`src/rtl/rv32i_pkg.sv`:
```
// rtl/rv32i_pkg.sv - shared RV32I fetch types and constants
package rv32i_pkg;

  // ADDI x0,x0,0
  localparam logic [31:0] NOP_INSTR = 32'h00000013;

  typedef enum logic [1:0] {
    IDLE,
    REQ,
    DRAIN
  } fetch_state_t;

  typedef struct packed {
    logic        valid;
    logic [31:0] pc;
    logic [31:0] instr;
  } fetch_slot_t;

endpackage

```
`src/rtl/if_fetch_unit_if.sv`:
```
// rtl/if_fetch_unit_if.sv - instruction-memory request/response bus
interface if_fetch_unit_if;
  logic        imem_req;
  logic [31:0] imem_addr;
  logic        imem_ready;
  logic [31:0] imem_rdata;

  modport master (output imem_req, imem_addr, input imem_ready, imem_rdata);
  modport slave  (input imem_req, imem_addr, output imem_ready, imem_rdata);
endinterface

```
`src/rtl/fetch_skid_buf.sv`:
```
// rtl/fetch_skid_buf.sv - one-entry skid buffer holding a fetched slot
module fetch_skid_buf
  import rv32i_pkg::*;
(
  input  logic        Clk,
  input  logic        Reset,
  input  logic        load,
  input  logic        unload,
  input  logic        flush,
  input  fetch_slot_t din,
  output fetch_slot_t dout
);

  fetch_slot_t slot;

  // Flush and unload both empty the entry; the caller never loads during either.
  always_ff @(posedge Clk or posedge Reset) begin
    if (Reset) begin
      slot <= '{1'b0, 32'd0, NOP_INSTR};
    end else if (flush || unload) begin
      slot.valid <= 1'b0;
    end else if (load) begin
      slot <= din;
    end
  end

  assign dout = slot;

endmodule

```
`src/rtl/if_fetch_unit.sv`:
```
// rtl/if_fetch_unit.sv - instruction fetch stage with IF/ID register and skid buffer
module if_fetch_unit
  import rv32i_pkg::*;
#(
  parameter logic [31:0] NOP_INSTR = rv32i_pkg::NOP_INSTR
) (
  input  logic            Clk,
  input  logic            Reset,
  input  logic [31:0]     pc,
  input  logic            Stall,
  input  logic            Flush,
  if_fetch_unit_if.master imem,
  output logic            PCAdvance,
  output logic            if_id_valid,
  output logic [31:0]     if_id_pc,
  output logic [31:0]     if_id_instr
);

  fetch_state_t state, state_nxt;
  logic         req_nxt;
  logic [31:0]  addr_nxt;
  fetch_slot_t  if_id;
  fetch_slot_t  skid_q;
  fetch_slot_t  skid_din;
  logic         done, consume, accept;
  logic         skid_load, skid_unload;

  assign done        = imem.imem_req && imem.imem_ready;
  assign consume     = if_id.valid && !Stall;
  assign accept      = (state == REQ) && done && !Flush;
  assign PCAdvance   = Flush || accept;
  assign skid_unload = !Flush && consume && skid_q.valid;
  assign skid_load   = accept && if_id.valid && !consume;
  assign skid_din    = '{1'b1, imem.imem_addr, imem.imem_rdata};

  always_ff @(posedge Clk or posedge Reset) begin
    if (Reset) begin
      state          <= IDLE;
      imem.imem_req  <= 1'b0;
      imem.imem_addr <= 32'd0;
    end else begin
      state          <= state_nxt;
      imem.imem_req  <= req_nxt;
      imem.imem_addr <= addr_nxt;
    end
  end

  // A full skid blocks new requests, so an accept never collides with an unload.
  always_comb begin
    state_nxt = state;
    req_nxt   = imem.imem_req;
    addr_nxt  = imem.imem_addr;
    case (state)
      IDLE: begin
        if (!Flush && !skid_q.valid) begin
          state_nxt = REQ;
          req_nxt   = 1'b1;
          addr_nxt  = pc;
        end
      end
      REQ: begin
        if (done) begin
          state_nxt = IDLE;
          req_nxt   = 1'b0;
        end else if (Flush) begin
          state_nxt = DRAIN;
        end
      end
      DRAIN: begin
        if (done) begin
          state_nxt = IDLE;
          req_nxt   = 1'b0;
        end
      end
      default: state_nxt = IDLE;
    endcase
  end

  always_ff @(posedge Clk or posedge Reset) begin
    if (Reset) begin
      if_id <= '{1'b0, 32'd0, NOP_INSTR};
    end else if (Flush) begin
      if_id.valid <= 1'b0;
    end else if (skid_unload) begin
      if_id <= skid_q;
    end else if (accept && (!if_id.valid || consume)) begin
      if_id <= skid_din;
    end else if (consume) begin
      if_id.valid <= 1'b0;
    end
  end

  fetch_skid_buf u_skid (
    .Clk    (Clk),
    .Reset  (Reset),
    .load   (skid_load),
    .unload (skid_unload),
    .flush  (Flush),
    .din    (skid_din),
    .dout   (skid_q)
  );

  assign if_id_valid = if_id.valid;
  assign if_id_pc    = if_id.pc;
  assign if_id_instr = if_id.valid ? if_id.instr : NOP_INSTR;

endmodule
```
`src/flat_wrapper.sv`:
```
// flat-port wrapper written by rule: the top's interface ports become plain ports
module if_fetch_unit_flat import rv32i_pkg::*;
#(
  parameter logic [31:0] NOP_INSTR = rv32i_pkg::NOP_INSTR
)
  (Clk, Reset, pc, Stall, Flush, PCAdvance, if_id_valid, if_id_pc, if_id_instr, imem_imem_req, imem_imem_addr, imem_imem_ready, imem_imem_rdata);
  if_fetch_unit_if imem_i ();
  input  logic Clk;
  input  logic Reset;
  input  logic [31:0] pc;
  input  logic Stall;
  input  logic Flush;
  output logic PCAdvance;
  output logic if_id_valid;
  output logic [31:0] if_id_pc;
  output logic [31:0] if_id_instr;
  output wire logic [$bits(imem_i.imem_req)-1:0] imem_imem_req;
  output wire logic [$bits(imem_i.imem_addr)-1:0] imem_imem_addr;
  input wire logic [$bits(imem_i.imem_ready)-1:0] imem_imem_ready;
  input wire logic [$bits(imem_i.imem_rdata)-1:0] imem_imem_rdata;
  assign imem_imem_req = imem_i.imem_req;
  assign imem_imem_addr = imem_i.imem_addr;
  assign imem_i.imem_ready = imem_imem_ready;
  assign imem_i.imem_rdata = imem_imem_rdata;
  if_fetch_unit #(.NOP_INSTR(NOP_INSTR)) u_core (.Clk(Clk), .Reset(Reset), .pc(pc), .Stall(Stall), .Flush(Flush), .imem(imem_i), .PCAdvance(PCAdvance), .if_id_valid(if_id_valid), .if_id_pc(if_id_pc), .if_id_instr(if_id_instr));
endmodule
```
`config.mk`:
```
export PLATFORM = sky130hd
export DESIGN_NAME = if_fetch_unit_flat
export DESIGN_NICKNAME = d
export VERILOG_FILES = /design/src/rtl/rv32i_pkg.sv /design/src/rtl/if_fetch_unit_if.sv /design/src/rtl/fetch_skid_buf.sv /design/src/rtl/if_fetch_unit.sv /design/src/flat_wrapper.sv
export SDC_FILE = /design/constraint.sdc
export NUM_CORES = 1
export LEC_CHECK = 0
export CAP_MARGIN = 5
export CORE_MARGIN = 2
export CORE_UTILIZATION = 46
export DETAILED_ROUTE_END_ITERATION = 7
export PLACE_DENSITY = 0.74
export SLEW_MARGIN = 25
export SYNTH_ARGS = -nofsm -noshare
export SYNTH_HDL_FRONTEND = slang
export SYNTH_SLANG_ARGS = --single-unit
```
`constraint.sdc`:
```
create_clock -name Clk -period 18 [get_ports Clk]
set_clock_uncertainty 0.2 [all_clocks]
set_input_delay 4.5 -clock Clk [delete_from_list [all_inputs] [get_ports Clk]]
set_output_delay 4.5 -clock Clk [all_outputs]
set_load 0.1 [all_outputs]
```
==> reports/metrics.cfg, run 1 <==
[floorplan]
start_util_pct = 47.2
ioPinCount = 168
die_width_um = 132
fp.coreArea_um2 = 15900
std_cell_rows = 46
floorplan.die.height_um = 132
die_area_um2 = 17400

[setup_path]
cp_bufs_invs = 2
crit_chain = clkdlybuf4s50_1 > nand2b_1 > clkdlybuf4s50_1
critPathTopFamily = buffers and inverters
worstPathMaxFanout = 11
worstSetupStartpointType = primary input
rr_endpoint = u_core.if_id_pc[16]$_DFFE_PP0P_
r2r_start = u_core.if_id_valid$_DFFE_PP0P_
crit_cells = 3
worstPathArrival_ps = 6500
ff2ff_setup_slack_ps = 15200
crit_path_start = Flush
worst-endpoint-required_ps = 13300
crit_path_frequent_cell = sky130_fd_sc_hd__clkdlybuf4s50_1
endpoint = PCAdvance
worstRegToRegCells = 5
critical_path_end_type = primary output
cpMaxStageDelayCell = sky130_fd_sc_hd__clkdlybuf4s50_1
timing_worst_setup_path_type = primary input to primary output
crit_path_max_incr_delay_ps = 1130

[cells_and_area]
flow.area_growth_from_synthesis_pct = 27.7
multi_input_comb_area_um2 = 2830
proportion_of_layout_cells_with_a_drive_suffix_above_1_pct = 18.2
fillCellCount = 1299
diodes = 0
final_layout_net_count = 851
register_area_um2 = 4140
commonest_non_fill_non_tap_cell_in_the_layout = sky130_fd_sc_hd__clkdlybuf4s50_1
final_cell_mix = sky130_fd_sc_hd__clkdlybuf4s50_1 (167), sky130_fd_sc_hd__dfrtp_1 (158), sky130_fd_sc_hd__nand2_1 (133)

[timing]
rsz0062_at_grt = false
drv_slew = 0
max-slew-margin-rel_pct = 30.1
achievable-frequency_ghz = 0.0893
setup_tns_ps = 0
final-hold-violation-count = 0
timing.final.crit_period_ps = 11200
worstMarginPinSlew_ps = 1040
setup-violations-final = 0
fin_crit_sh_pct = 62.2

[route]
drt.antenna.violating_nets = 0
via_per_inst = 5.16
met3_wirelength_um = 1030
remaining_drc_errors = 0
route.detailed.wl_per_inst_um = 16.7
met2_wirelength_um = 7880
dr_total_vias = 5199
wl_um = 16800
wl_met1_um = 7720
detail_route.first_pass.iterations = 5
top_signal_layer_used = met4
dr.first_iter.drc_count = 335

[synth]
proportion_of_synthesized_chip_area_in_sequential_cells_pct = 55.0
synth_cells = 661
synth-warning-count = 0
synth-seq-cells = 165
synth_fp_nets = 733
mappedNetlistArea_um2 = 7520
post-synth-top-area-cell = sky130_fd_sc_hd__dfrtp_1
synth.lib_cells_used.distinct = 29
area_fraction_of_the_dominant_cell_type_after_synthesis_pct = 52.9
synthesis.area_per_instance_um2 = 11.4
netlist_top_cells_area = sky130_fd_sc_hd__dfrtp_1 (53%), sky130_fd_sc_hd__mux2_4 (9.8%), sky130_fd_sc_hd__mux2_2 (6.9%)

[cts]
postCtsHoldBufs = 0
cts_buffer_depth = 2
clock_tree_from_tritoncts = done
numCtsBuffers = 17
clkTransAtPathRegs_ps = 60
cts-htree-levels = 4
cts_post_setup_buffers_inserted = 0
root_buffer = sky130_fd_sc_hd__clkbuf_16
clk-insertion-delay-late_ps = 420
postCtsResizedCells = 0
clock-sinks = 165

[global_route]
grt_start_max_net_pins = 88
grt_antenna_before_repair = 0
grt_pass1_wl_um = 28300
grt_use_total_pct = 20.2
vias_in_the_first_global_route = 5503
global_route.overflow_total = 0

[outcome]
status = finished, final reports clean

[min_path]
hold_class = register to register

[flow_run]
max_cap_viol_count = 0

[placement]
dp_hpwl_um = 10500
gpl.final_weighted_congestion = 0.824
io_buffer_count = 167

[sequential cells by signal, summed over array words and instances (netlist names)]
register / flops
u_core.if_id: 32
u_core.imem.imem_req: 1
u_core.state: 2
u_core.if_id_pc: 32
u_core.if_id_valid: 1
u_core.u_skid.dout: 65
u_core.imem.imem_addr: 32
[final cells by class]
class                           count  area share [%]
Timing Repair Buffer              173            18.0
Clock buffer                       22            4.94
Multi-Input combinational cell    417            29.4
Sequential cell                   165            43.1
Clock inverter                     10            1.51
Tap cell                          216            2.82
Inverter                            5           0.248
[per-layer routing]
metal  vias up  global-route usage [%]
li1       2421                       -
met2       154                    31.5
met5         -                       0
met4         0                    6.04
met3        22                    5.96
met1      2602                    27.6
[worst min-delay path by stage]
stage / to / from / cells past startpoint / slack [ps]
finish: u_core.if_id[4]$_DFFE_PP1P_ / u_core.if_id[4]$_DFFE_PP1P_ / 2 / 290
global route: u_core.u_skid.dout[52]$_DFFE_PP0P_ / u_core.u_skid.dout[52]$_DFFE_PP0P_ / 1 / 320
CTS: u_core.if_id[4]$_DFFE_PP1P_ / u_core.if_id[4]$_DFFE_PP1P_ / 2 / 290
detailed placement: u_core.if_id[4]$_DFFE_PP1P_ / u_core.if_id[4]$_DFFE_PP1P_ / 2 / 280
global placement: u_core.if_id[4]$_DFFE_PP1P_ / u_core.if_id[4]$_DFFE_PP1P_ / 2 / 270
floorplan: u_core.if_id[0]$_DFFE_PP1P_ / u_core.if_id[0]$_DFFE_PP1P_ / 2 / 260
[cell usage after synthesis]
master	count
sky130_fd_sc_hd__buf_6	8
sky130_fd_sc_hd__o21ai_0	4
sky130_fd_sc_hd__nor2_2	1
sky130_fd_sc_hd__mux2_1	2
sky130_fd_sc_hd__a21oi_1	4
sky130_fd_sc_hd__ha_1	3
sky130_fd_sc_hd__mux2_4	49
sky130_fd_sc_hd__nand2b_1	3
sky130_fd_sc_hd__inv_1	5
sky130_fd_sc_hd__and2b_1	1
sky130_fd_sc_hd__o31ai_1	1
sky130_fd_sc_hd__or2b_1	1
sky130_fd_sc_hd__nor3_2	1
sky130_fd_sc_hd__nand3_1	3
sky130_fd_sc_hd__dfrtp_1	159
sky130_fd_sc_hd__a22o_1	1
sky130_fd_sc_hd__nor2_1	66
sky130_fd_sc_hd__dfstp_2	6
sky130_fd_sc_hd__nand2_1	134
sky130_fd_sc_hd__buf_12	5
sky130_fd_sc_hd__o21bai_1	1
sky130_fd_sc_hd__buf_2	9
sky130_fd_sc_hd__nor2b_1	1
sky130_fd_sc_hd__and4b_1	1
sky130_fd_sc_hd__and2_1	30
sky130_fd_sc_hd__clkbuf_1	16
sky130_fd_sc_hd__buf_4	36
sky130_fd_sc_hd__a31oi_1	64
sky130_fd_sc_hd__mux2_2	46
[worst reg2reg max path: stages, from the launching register on]
cell and delay (ps):
sky130_fd_sc_hd__dfrtp_2 740, sky130_fd_sc_hd__and2b_1 270, sky130_fd_sc_hd__nand3_4 550, sky130_fd_sc_hd__buf_4 610, sky130_fd_sc_hd__nor2_1 240, sky130_fd_sc_hd__a31oi_1 50
[logic make-up after synthesis]
family                   Yosys count  share of synthesized area, %
AND/OR/NAND/NOR                  242                          13.6
buffers and inverters             79                          7.77
multiplexers                      97                          17.0
AO/OA/AOI/OAI                     75                          6.17
flip-flops                       165                          55.0
adder cells (fa/ha/maj)            3                         0.499
[stage by stage]
step,utilization [%],hold slack [ps],instance area (um^2),worst slack [ps],cells
floorplan,-,262,7520,7900,661
global route,60.2,325,9600,6700,1008
finish,60.2,287,9600,6800,1008
global placement,56.3,273,8970,6830,976
detailed placement,56.3,278,8980,6820,976
CTS,60.2,286,9600,6810,1008
Power of run 1 is left out: the tool's default activity adds up to more than one toggle a clock period on the data nets, which glitch-free logic cannot reach.
==> run 2: changes to the inputs <==
--- a/config.mk
+++ b/config.mk
@@ -9,7 +9,7 @@
 export CORE_MARGIN = 2
 export CORE_UTILIZATION = 46
 export DETAILED_ROUTE_END_ITERATION = 7
-export PLACE_DENSITY = 0.74
+export PLACE_DENSITY = 0.77
 export SLEW_MARGIN = 25
 export SYNTH_ARGS = -nofsm -noshare
 export SYNTH_HDL_FRONTEND = slang
==> constraint.sdc (replaced) <==
create_clock -name Clk -period 10.1 [get_ports Clk]
set_clock_uncertainty 0.2 [all_clocks]
set_input_delay 2.525 -clock Clk [delete_from_list [all_inputs] [get_ports Clk]]
set_output_delay 2.525 -clock Clk [all_outputs]
set_load 0.1 [all_outputs]
==> reports/metrics.cfg, run 2 (synthesis gave the netlist of run 1 again) <==
[placement]
gpl.final_weighted_congestion = 0.758  ; -8.1%
dp_hpwl_um = 10000  ; -4.9%
minimum_setup_slack_after_placement_ps = 2860  ; -3960 ps
io_buffer_count = 167  ; unchanged

[setup_path]
r2r_start = u_core.if_id_valid$_DFFE_PP0P_
crit_path_frequent_cell = sky130_fd_sc_hd__clkdlybuf4s50_1
cp_bufs_invs = 2  ; unchanged
worstRegToRegCells = 6  ; +1
worst-endpoint-required_ps = 7380  ; -5920 ps
crit_chain = clkdlybuf4s50_1 > nand2b_1 > clkdlybuf4s50_1
crit_path_max_incr_delay_ps = 1130  ; about the same
critPathTopFamily = buffers and inverters
critical_path_end_type = primary output
cpMaxStageDelayCell = sky130_fd_sc_hd__clkdlybuf4s50_1
rr_endpoint = u_core.u_skid.dout[53]$_DFFE_PP0P_
worstPathArrival_ps = 4510  ; -1990 ps
timing_worst_setup_path_type = primary input to primary output
worstSetupStartpointType = primary input
ff2ff_setup_slack_ps = 7000  ; -8200 ps
worstPathMaxFanout = 11  ; unchanged

[cts]
cts_post_setup_buffers_inserted = 0  ; unchanged
postCtsResizedCells = 0  ; unchanged
clkTransAtPathRegs_ps = 60  ; about the same
root_buffer = sky130_fd_sc_hd__clkbuf_16
postCtsHoldBufs = 0  ; unchanged
cts-htree-levels = 4  ; unchanged
clock_tree_from_tritoncts = done
clk-insertion-delay-late_ps = 420  ; about the same
numCtsBuffers = 17  ; unchanged
cts_buffer_depth = 2  ; unchanged
clock-sinks = 165  ; unchanged

[timing]
layout_setup_ws_ps = 2860  ; -3930 ps
timing.final.crit_period_ps = 7240
max-slew-margin-rel_pct = 30.8  ; +0.65 points
worstMarginPinSlew_ps = 1030  ; -9.79 ps
rsz0062_at_grt = false
final-hold-violation-count = 0  ; unchanged
achievable-frequency_ghz = 0.138
setup_tns_ps = 0  ; unchanged
drv_slew = 0  ; unchanged
fin_crit_sh_pct = 71.6
setup-violations-final = 0  ; unchanged

[cells_and_area]
flow.area_growth_from_synthesis_pct = 27.5
commonest_non_fill_non_tap_cell_in_the_layout = sky130_fd_sc_hd__clkdlybuf4s50_1
diodes = 0  ; unchanged
final_cell_mix = sky130_fd_sc_hd__clkdlybuf4s50_1 (167), sky130_fd_sc_hd__dfrtp_1 (158), sky130_fd_sc_hd__nand2_1 (133)
final_layout_net_count = 852  ; +0.12%
proportion_of_layout_cells_with_a_drive_suffix_above_1_pct = 18.3  ; +0.10 points
flip_flop_count_of_the_largest_register_all_copies_and_words_added = 65  ; unchanged

[min_path]
timing.hold.worst.start = u_core.if_id[1]$_DFFE_PP1P_
worstHoldPathCells = 2  ; unchanged
min_delay_worst_endpoint = u_core.if_id[1]$_DFFE_PP1P_
hold_class = register to register

[route]
route.detailed.wl_per_inst_um = 15.7  ; -6.0%
wl_um = 15900  ; -5.9%
dr_total_vias = 5088  ; -2.1%
remaining_drc_errors = 0  ; unchanged
via_per_inst = 5.04  ; -2.2%
drt.antenna.violating_nets = 0  ; unchanged
dr.first_iter.drc_count = 355  ; +6.0%
detail_route.first_pass.iterations = 5  ; unchanged

[global_route]
grt_use_total_pct = 19.0  ; -1.2 points
grt_start_max_net_pins = 88  ; unchanged
grt_antenna_before_repair = 0  ; unchanged
global_route.overflow_total = 0  ; unchanged
vias_in_the_first_global_route = 5095  ; -7.4%
grt_pass1_wl_um = 26500  ; -6.5%

[floorplan]
ioPinCount = 168  ; unchanged
start_util_pct = 47.2  ; unchanged
floorplan.die.height_um = 132  ; unchanged
fp.coreArea_um2 = 15900  ; unchanged
std_cell_rows = 46  ; unchanged
die_width_um = 132  ; unchanged
die_area_um2 = 17400  ; unchanged

[flow_run]
max_cap_viol_count = 0  ; unchanged

[outcome]
status = finished, final reports clean

==> run 2: changes by cell type in the layout (fill, tap and decap cells not counted) <==
cell,before,now
sky130_fd_sc_hd__clkinvlp_4,2,1
sky130_fd_sc_hd__clkinv_4,2,1
sky130_fd_sc_hd__inv_6,3,1
sky130_fd_sc_hd__buf_6,2,1
sky130_fd_sc_hd__buf_4,4,6
sky130_fd_sc_hd__clkinv_2,1,4
sky130_fd_sc_hd__clkbuf_8,3,5
sky130_fd_sc_hd__bufinv_16,3,2
==> run 2: worst register-to-register path: stages (launching register included) <==
cell                      delay [ps]
sky130_fd_sc_hd__dfrtp_2         740
sky130_fd_sc_hd__and2b_1         270
sky130_fd_sc_hd__nand2_1         140
sky130_fd_sc_hd__nor2_4          110
sky130_fd_sc_hd__buf_4           480
sky130_fd_sc_hd__buf_4           620
sky130_fd_sc_hd__mux2_2          420
==> run 2: layout make-up <==
class,count,area (um^2)
clock buffer,24,502
tap,216,270
clock inverter,8,96.3
multi-input combinational,417,2830
fill,1304,6360
sequential,165,4140
inverter,5,23.8
timing repair buffer,174,1730
==> run 2: through the flow <==
stage | hold slack [ps] | util (%) | cell area (um^2) | std cells
after floorplan | 262 | - | 7520 | 661
after global placement | 275 | 56.3 | 8980 | 977
after detailed placement | 283 | 56.3 | 8980 | 977
after CTS | 295 | 60.1 | 9580 | 1009
after global routing | 318 | 60.1 | 9580 | 1009
final | 292 | 60.1 | 9580 | 1009
==> run 2: per-layer routing <==
layer / vias to the layer above / GRT usage [%] / part of all wire [%]
li1: 2431 / - / -
met1: 2505 / 26.2 / 47
met5: - / 0 / 0
met3: 13 / 5.73 / 6.6
met4: 0 / 6.40 / 1.1
met2: 139 / 28.8 / 46
==> run 2: worst max-delay path by stage <==
| stage | from | to | slack, ps | depth (start not counted) |
|---|---|---|---|---|
| after floorplan | Reset | u_core.if_id[10]$_DFFE_PP0P_ | 2920 | 1 |
| after global placement | Flush | PCAdvance | 2880 | 3 |
| after detailed placement | Flush | PCAdvance | 2860 | 3 |
| after CTS | Flush | PCAdvance | 2860 | 3 |
| after global routing | Flush | PCAdvance | 2770 | 3 |
| final | Flush | PCAdvance | 2860 | 3 |
Power of run 2 is left out for the same reason.
